$ cat config.mk
export PLATFORM = sky130hd
export DESIGN_NAME = afifo_rd_stream
export DESIGN_NICKNAME = d
export VERILOG_FILES = /design/src/rtl/afifo_rd_stream.sv
export SDC_FILE = /design/constraint.sdc
export NUM_CORES = 1
export LEC_CHECK = 0
export ABC_AREA = 1
export CORE_AREA = 5 5 66 68
export DETAILED_ROUTE_END_ITERATION = 8
export DIE_AREA = 0 0 71 73
export PLACE_DENSITY_LB_ADDON = 0.12
export REMOVE_ABC_BUFFERS = 1
export SYNTH_ARGS = -nofsm -noshare
export SYNTH_HDL_FRONTEND = slang
export SYNTH_SLANG_ARGS = --single-unit
$ cat constraint.sdc
create_clock -name rdclk -period 2.31 [get_ports rdclk]
set_clock_uncertainty 0.2 [all_clocks]
set_input_delay 0.231 -clock rdclk [delete_from_list [all_inputs] [get_ports rdclk]]
set_output_delay 0.231 -clock rdclk [all_outputs]
set_load 0.005 [all_outputs]
$ cat src/rtl/afifo_rd_stream.sv
// Async-FIFO read-side consumer: pops the FIFO, absorbs its 1-cycle read latency and
// re-presents words on a valid/ready stream through a 2-entry skid buffer.
module afifo_rd_stream #(
    parameter int DATA_W = 8,
    parameter int CNT_W  = 16
) (
    input  logic              rdclk,
    input  logic              rd_rst,
    input  logic              empty,
    output logic              pop,
    input  logic [DATA_W-1:0] data_out,
    input  logic              enable,
    output logic              m_valid,
    output logic [DATA_W-1:0] m_data,
    input  logic              m_ready,
    output logic [CNT_W-1:0]  word_cnt,
    output logic              busy
);

    logic [1:0]        r_occ;
    logic              r_infl;
    logic [DATA_W-1:0] r_head;
    logic [DATA_W-1:0] r_skid;
    logic [CNT_W-1:0]  r_cnt;

    logic              w_xfer;
    logic [1:0]        w_level;
    logic [1:0]        w_occ_nxt;
    logic [DATA_W-1:0] w_head_nxt;
    logic [DATA_W-1:0] w_skid_nxt;

    assign m_valid  = (r_occ != 2'd0);
    assign m_data   = r_head;
    assign word_cnt = r_cnt;
    assign busy     = (r_occ != 2'd0) | r_infl;
    assign w_xfer   = m_valid & m_ready;

    // Occupancy after this cycle's capture and transfer; pop only if a slot remains for
    // the word it will return next cycle. The m_ready -> pop path is deliberate.
    assign w_level = r_occ + {1'b0, r_infl} - {1'b0, w_xfer};
    assign pop     = ~rd_rst & enable & ~empty & (w_level < 2'd2);

    always_comb begin
        w_head_nxt = r_head;
        w_skid_nxt = r_skid;
        w_occ_nxt  = (w_level > 2'd2) ? 2'd2 : w_level;
        case (r_occ)
            2'd0: begin
                if (r_infl) w_head_nxt = data_out;
            end
            2'd1: begin
                if (w_xfer) begin
                    if (r_infl) w_head_nxt = data_out;
                end else if (r_infl) begin
                    w_skid_nxt = data_out;
                end
            end
            default: begin
                if (w_xfer) begin
                    w_head_nxt = r_skid;
                    if (r_infl) w_skid_nxt = data_out;
                end
            end
        endcase
    end

    always_ff @(posedge rdclk or posedge rd_rst) begin
        if (rd_rst) begin
            r_occ  <= 2'd0;
            r_infl <= 1'b0;
            r_head <= '0;
            r_skid <= '0;
            r_cnt  <= '0;
        end else begin
            r_occ  <= w_occ_nxt;
            r_infl <= pop;
            r_head <= w_head_nxt;
            r_skid <= w_skid_nxt;
            if (w_xfer) r_cnt <= r_cnt + {{(CNT_W-1){1'b0}}, 1'b1};
        end
    end

endmodule
==> flow_metrics.py, run 1 <==
metrics = {
    "synthesis": {
        "synth_mux_area_frac": 0,
        "synth-seq-cells": 35,
        "syn_area_um2": 1730,
        "synth_adder_area_share": 0.0145,
        "synthDistinctLibCells": 24,
        "synth_compound_area_frac": 0.0890,
        "ys_seq_area_frac": 0.507,
        "yosys.area_share.simple": 0.234,
        "synth_top_family_by_area": "simple AND/OR/NAND/NOR gates",
        "syn_inst": 197,
        "yosys.area_share.xor_xnor": 0.0702,
        "avgSynthCellArea_um2": 8.78,
        "ys.warnings.count": 0,
    },
    "worst_setup_path": {
        "worstSetupStartpointType": "flop",
        "worstSetupPathType": "reg2out",
        "cp_common_cell": "nor2_4",
        "cp_data_required_time_ns": 1.88,
        "crit_path_end_kind": "primary output",
        "cp_cell_sequence": "nor2_4 > nor2_4 > buf_6 > nand2_4 > nand2_2 > ha_4 > xnor2_2 > xor2_1 > nor2_1 > buf_2",
        "cp_slowest_cell": "dfrtp_1",
        "max_stage_delay_ns": 0.41,
        "path_delay_family": "simple AND/OR/NAND/NOR gates",
        "arrival_ns": 1.88,
        "worst-path-max-fanout": 3,
        "worst-path-buf-inv": 2,
    },
    "outcome": {
        "violations": "negative setup slack",
        "status": "finished with violations",
    },
    "global_route": {
        "grt.total_usage": 0.148,
        "grt_max_degree": 36,
        "grt_overflow_total": 0,
        "grt_pass1_vias": 1421,
        "antenna_found_initial": 0,
        "grt_pass1_wl_mm": 6.12,
    },
    "placement": {
        "port_buffers": 39,
        "hpwl_mm": 2.45,
        "place.gp.congestion": 0.879,
        "dpl.cell_count": 291,
    },
    "timing": {
        "hold_ws_ns": 0.178,
        "period_share": 1.00,
        "min_period_ns": 2.31,
        "drv_slew": 0,
        "finalHoldViolCount": 0,
        "setup_slack_ns": -0.000947,
        "slew_headroom": 0.708,
        "tightest_slew_ns": 0.437,
        "rsz0062_at_grt": "yes",
        "finalSetupViolCount": 1,
        "fmax_mhz": 433,
    },
    "routing": {
        "first_iter_violations": 80,
        "drc": 0,
        "wirelength_mm": 3.42,
        "vias": 1402,
        "postRouteAntennaNets": 0,
        "dr.pass1.iters": 4,
        "wire_per_inst_um": 11.2,
        "vias_per_cell": 4.57,
    },
    "pwr": {
        "powerDensity_nw_per_um2": 1120,
        "ir_drop_uv": 721,
        "p_leak_nw": 1.14,
    },
    "min_path": {
        "hold_path_class": "in2async",
    },
    "cells_and_area": {
        "n_antenna_cell": 0,
        "drive_gt1_frac": 0.179,
        "final_cell_count_no_fill": 307,
        "nets": 271,
        "layout_common_cells": "nand2_1 (42), clkdlybuf4s50_1 (38), dfrtp_1 (35)",
        "syn2layout_area_growth_pct": 38.8,
        "final_common_cell": "nand2_1",
    },
    "clock_network": {
        "clockRootBuffer": "clkbuf_8",
        "clock_latency_ns": 0.28,
        "cts.path.max_buffers": 2,
        "cts_tree": "done",
        "cts_buffers": 5,
        "clk_pin_slew_ns": 0.07,
        "htreeDepth": 2,
        "cts_sinks": 35,
    },
    "flow_run": {
        "drv_cap": 0,
    },
    "floorplan": {
        "fp-row-count": 23,
        "die_w_um": 71,
        "core_area_um2": 3800,
        "die_area_um2": 5180,
        "dieHeight_um": 73,
        "initial_core_util": 0.455,
        "ios": 40,
    },
}
==> logic make-up after synthesis <==
group                    after synthesis
flip-flops                            35
AND/OR/NAND/NOR                       89
adder cells (fa/ha/maj)                2
XOR/XNOR                              13
AO/OA/AOI/OAI                         27
buffers and inverters                 31
==> worst paths after layout <==
check | cells after the start | endpoint | slack (ns) | from
worst max-delay path | 10 | pop | -0.0009 | r_occ[1]
min in group rdclk | 2 | r_skid[4] | 0.29 | r_skid[4]
max in group asynchronous | 3 | word_cnt[14] | 1.43 | rd_rst
worst max register to register | 14 | r_occ[0] | 0.06 | r_occ[1]
worst min register to register | 2 | r_skid[4] | 0.29 | r_skid[4]
worst min-delay path | 3 | m_data[6] | 0.18 | rd_rst
==> tightest hold or removal path, cell delays in order <==
cell and delay, ns:
clkdlybuf4s50_1 0.42, inv_1 0.06, buf_4 0.38
==> metrics by stage <==
step	util	area, µm²	TNS [ns]	total power, mW	setup slack, ns
2_1_floorplan	-	1680	0	1.51	0.0112
3_3_place_gp	0.581	2210	-0.298	2.02	-0.298
3_5_place_dp	0.581	2210	-0.327	2.04	-0.327
4_1_cts	0.618	2350	0	2.63	0.00142
5_1_grt	0.632	2400	-0.138	2.93	-0.117
6_report	0.632	2400	-0.000947	2.69	-0.000947
==> per-layer routing <==
| metal | wire length, µm | part of all wire | GRT usage |
|---|---|---|---|
| met2 | 1800 | 0.53 | 0.271 |
| met5 | 0 | 0 | 0 |
| met4 | 53 | 0.015 | 0.0397 |
| met1 | 1370 | 0.40 | 0.163 |
| met3 | 196 | 0.057 | 0.0510 |
==> state kept, by name, indices dropped and copies added (netlist names) <==
name	count
m_data	8
word_cnt	16
r_occ	2
r_skid	8
r_infl	1
==> where the power goes <==
| group | switching, mW | internal (mW) | leakage [nW] | total (mW) |
|---|---|---|---|---|
| Clock | 0.220 | 0.271 | 0.0505 | 0.491 |
| Sequential | 0.145 | 0.815 | 0.442 | 0.961 |
| Combinational | 0.542 | 0.700 | 0.645 | 1.24 |
==> repair_timing <==
item                                    in CTS  in global routing
hold buffers                                 0                  0
hold endpoints to repair                     0                  0
gates resized for setup                      6                  5
endpoints found under the setup margin       1                  1
buffers inserted                             4                  4
pin swaps                                    6                  7
==> Yosys cell counts <==
cell type / count / area share
xnor2_2: 1 / 0.0094
nand3_1: 5 / 0.014
nand3_2: 1 / 0.0058
inv_2: 2 / 0.0043
a21oi_4: 1 / 0.0094
nor3_1: 1 / 0.0029
xnor2_1: 5 / 0.025
nand2_1: 43 / 0.093
o21ai_1: 9 / 0.026
nand3b_1: 1 / 0.0043
nand3_4: 1 / 0.010
a21oi_1: 15 / 0.043
inv_1: 24 / 0.052
dfrtp_1: 35 / 0.51
nand2_2: 1 / 0.0036
nor2_4: 3 / 0.020
xor2_1: 7 / 0.035
nor2_1: 27 / 0.059
nor2_2: 3 / 0.011
buf_6: 4 / 0.026
a21oi_2: 2 / 0.010
nand4_1: 3 / 0.011
buf_2: 1 / 0.0029
ha_1: 2 / 0.014
==> area by class of cell <==
type	instances	area, µm²
fill	337	1400
multi-input combinational	131	736
clock buffer	7	96.3
sequential	35	876
tap	50	62.6
clock inverter	1	7.51
inverter	26	97.6
timing repair buffer	57	524
(Power assumes the default switching activity.)
==> inputs of run 2 (changes only) <==
Settings changed: ABC_AREA 1 to default, CORE_AREA 5 5 66 68 to 5 5 67 69, DIE_AREA 0 0 71 73 to 0 0 72 74.
Clock period 2.31 ns to 1.9 ns, I/O delays scaled along.
==> run 2 against run 1 <==
Setup slack worse by 0.26 ns. The run still ends with negative setup slack left. Cell count shrank 21%. Combinational power hardly changed. Global-route usage down 0.27 points. Register-to-register slack improved by 0.10 ns. Non-clock buffer count is 2 lower. Synthesized cell count is 32% lower. First-iteration DRC count shrank 66%.
==> flow_metrics.py, run 2 <==
metrics = {
    "synthesis": {
        "avgSynthCellArea_um2": 11.8,
        "syn_inst": 133,
        "synth_ff_type": "dfrtp_1",
        "ys_top_cells_by_area": "dfrtp_1 (56%), xnor2_1 (6.2%), mux2i_1 (5.8%)",
        "synth-seq-cells": 35,
        "ys.warnings.count": 0,
        "yosys-top-cells-count": "dfrtp_1 (35), nand2_1 (11), nor2_1 (11), xnor2_1 (11), mux2i_1 (9)",
        "synthDistinctLibCells": 30,
        "synth.top_cell.area_share": 0.560,
        "yosysMostFrequentCell": "dfrtp_1",
        "synth_edf_count": 0,
        "synthArstFlopShare": 1.00,
        "ys_seq_area_frac": 0.560,
        "synth.largest_area_cell": "dfrtp_1",
        "syn_area_um2": 1560,
    },
    "clock_network": {
        "clock_latency_ns": 0.29,
        "cts_tree": "done",
        "ctsHoldBuffers": 0,
        "clockRootBuffer": "clkbuf_8",
        "cts_sinks": 35,
        "cts.path.max_buffers": 2,
        "cts_buffers": 5,
        "clk_pin_slew_ns": 0.07,
        "htreeDepth": 2,
    },
    "cells_and_area": {
        "layout_common_cells": "clkdlybuf4s50_1 (37), dfrtp_1 (35), buf_4 (15)",
        "regArea_um2": 876,
        "multi_input_area_um2": 731,
        "nets": 207,
        "final_common_cell": "clkdlybuf4s50_1",
        "final_cell_area_um2": 2290,
        "nFillCells": 328,
        "largest_register_ffs": 16,
        "n_antenna_cell": 0,
        "syn2layout_area_growth_pct": 46.3,
        "final_cell_count_no_fill": 243,
        "drive_gt1_frac": 0.233,
    },
    "placement": {
        "place.gp.congestion": 0.749,
        "hpwl_mm": 2.44,
        "dpl.cell_count": 231,
        "place_area_um2": 2100,
        "port_buffers": 39,
    },
    "floorplan": {
        "ios": 40,
        "die_w_um": 72,
        "fp-row-count": 23,
        "dieHeight_um": 74,
        "die_area_um2": 5330,
        "initial_core_util": 0.406,
        "core_area_um2": 3860,
    },
    "routing": {
        "first_iter_violations": 27,
        "drc": 0,
        "postRouteAntennaNets": 0,
        "dr.pass1.iters": 4,
        "wirelength_mm": 3.45,
        "vias_per_cell": 4.80,
        "vias": 1167,
        "wire_per_inst_um": 14.2,
    },
    "timing": {
        "finalHoldViolCount": 0,
        "slew_headroom": 0.629,
        "period_share": 1.14,
        "tns_ns": -0.261,
        "tightest_slew_ns": 0.557,
        "rsz0062_at_grt": "yes",
        "fmax_mhz": 463,
        "setup_slack_ns": -0.261,
        "min_period_ns": 2.16,
        "finalSetupViolCount": 1,
        "drv_slew": 0,
        "hold_ws_ns": 0.277,
    },
    "global_route": {
        "antenna_found_initial": 0,
        "grt_max_degree": 36,
        "grt_pass1_vias": 1289,
        "grt.total_usage": 0.145,
        "grt_pass1_wl_mm": 5.91,
        "grt_overflow_total": 0,
    },
    "pwr": {
        "powerDensity_nw_per_um2": 1280,
        "ir_drop_uv": 695,
        "total_power_mw": 2.92,
        "p_leak_nw": 1.04,
    },
    "worst_setup_path": {
        "crit_path_end_kind": "primary output",
        "crit_end": "pop",
        "r2r_slack_ns": 0.16,
        "r2r-start": "r_occ[1]",
        "worst-path-max-fanout": 2,
        "max_stage_delay_ns": 0.40,
        "worstSetupStartpointType": "flop",
        "worstSetupPathType": "reg2out",
        "reg2reg_depth": 6,
        "cp_cell_sequence": "o21ai_2 > xnor2_1 > ha_2 > xor2_4 > nor4b_4 > buf_2",
        "worst_r2r_endpoint": "word_cnt[15]",
        "arrival_ns": 1.77,
        "cp_slowest_cell": "dfrtp_1",
        "crit_start": "r_occ[1]",
        "cp_data_required_time_ns": 1.51,
    },
    "flow_run": {
        "drv_cap": 0,
    },
    "outcome": {
        "status": "finished with violations",
        "violations": "negative setup slack",
    },
    "min_path": {
        "hold_path_class": "reg2reg",
    },
}
run 2: cell count changes after synthesis, sizes merged, moves of 5 or more:
| cell | delta |
|---|---|
| nand2 | -33 |
| inv | -21 |
| nor2 | -21 |
| a21oi | -10 |
| mux2i | +9 |
| mux2 | +8 |
| o21ai | -7 |
| nand3 | -6 |
| xnor2 | +5 |
run 2: timing repair:
action                                  CTS  global route
resized for setup                        14             4
endpoints found under the setup margin    4             7
buffers inserted                          2             3
pin swaps                                 4             6
run 2: cell type report:
cell class / instances / share of cell area
multi-input cells: 90 / 0.319
inverters: 5 / 0.00820
clock buffers: 5 / 0.0301
clock inverters: 3 / 0.00656
flip-flops and latches: 35 / 0.383
repair buffers: 55 / 0.226
well taps: 50 / 0.0273
run 2: worst max-delay path: cells and delay by family (launching register included):
kind                       cells  cell delay, ns
DFF                            1            0.40
adders and majority gates      1            0.25
AOI/OAI and AO/OA              1            0.17
and+or+nand+nor                1            0.26
xor gates and xnor gates       2            0.24
buffers and inverters          1            0.17
run 2: power by group:
group	switching [mW]	internal (mW)	leakage [nW]	total, mW
combinational	0.518	0.725	0.548	1.24
clock	0.262	0.251	0.0477	0.512
sequential	0.173	0.992	0.440	1.16
total	0.952	1.97	1.04	2.92
run 2: cells by family (layout without fill, tap and decap cells):
group,count (synthesis),in the layout,share of synthesized area
and+or+nand+nor,42,42,0.148
DFF,35,35,0.560
xor gates and xnor gates,17,17,0.0952
muxes,17,17,0.115
AOI/OAI and AO/OA,12,12,0.0424
buffers and inverters,8,68,0.0232
adders and majority gates,2,2,0.0160
run 2: worst min path at each step:
stage / startpoint / endpoint / cells past startpoint
after floorplan: rd_rst / r_infl / 1
after global placement: word_cnt[15] / word_cnt[15] / 1
after detailed placement: word_cnt[15] / word_cnt[15] / 1
after global routing: word_cnt[15] / word_cnt[15] / 1
after CTS: word_cnt[15] / word_cnt[15] / 1
final: word_cnt[15] / word_cnt[15] / 1
run 2: layer usage:
metal	global-route usage	wire length, µm	vias to the layer above
met3	0.0405	173	8
li1	-	-	573
met5	0	0	-
met4	0.0647	78	0
met2	0.254	1800	26
met1	0.167	1390	560
run 2: through the flow:
step	worst slack (ns)	util
finish	-0.261	0.593
global route	-0.363	0.593
CTS	-0.274	0.581
detailed placement	-0.824	0.545
global placement	-0.678	0.545
floorplan	-0.282	-
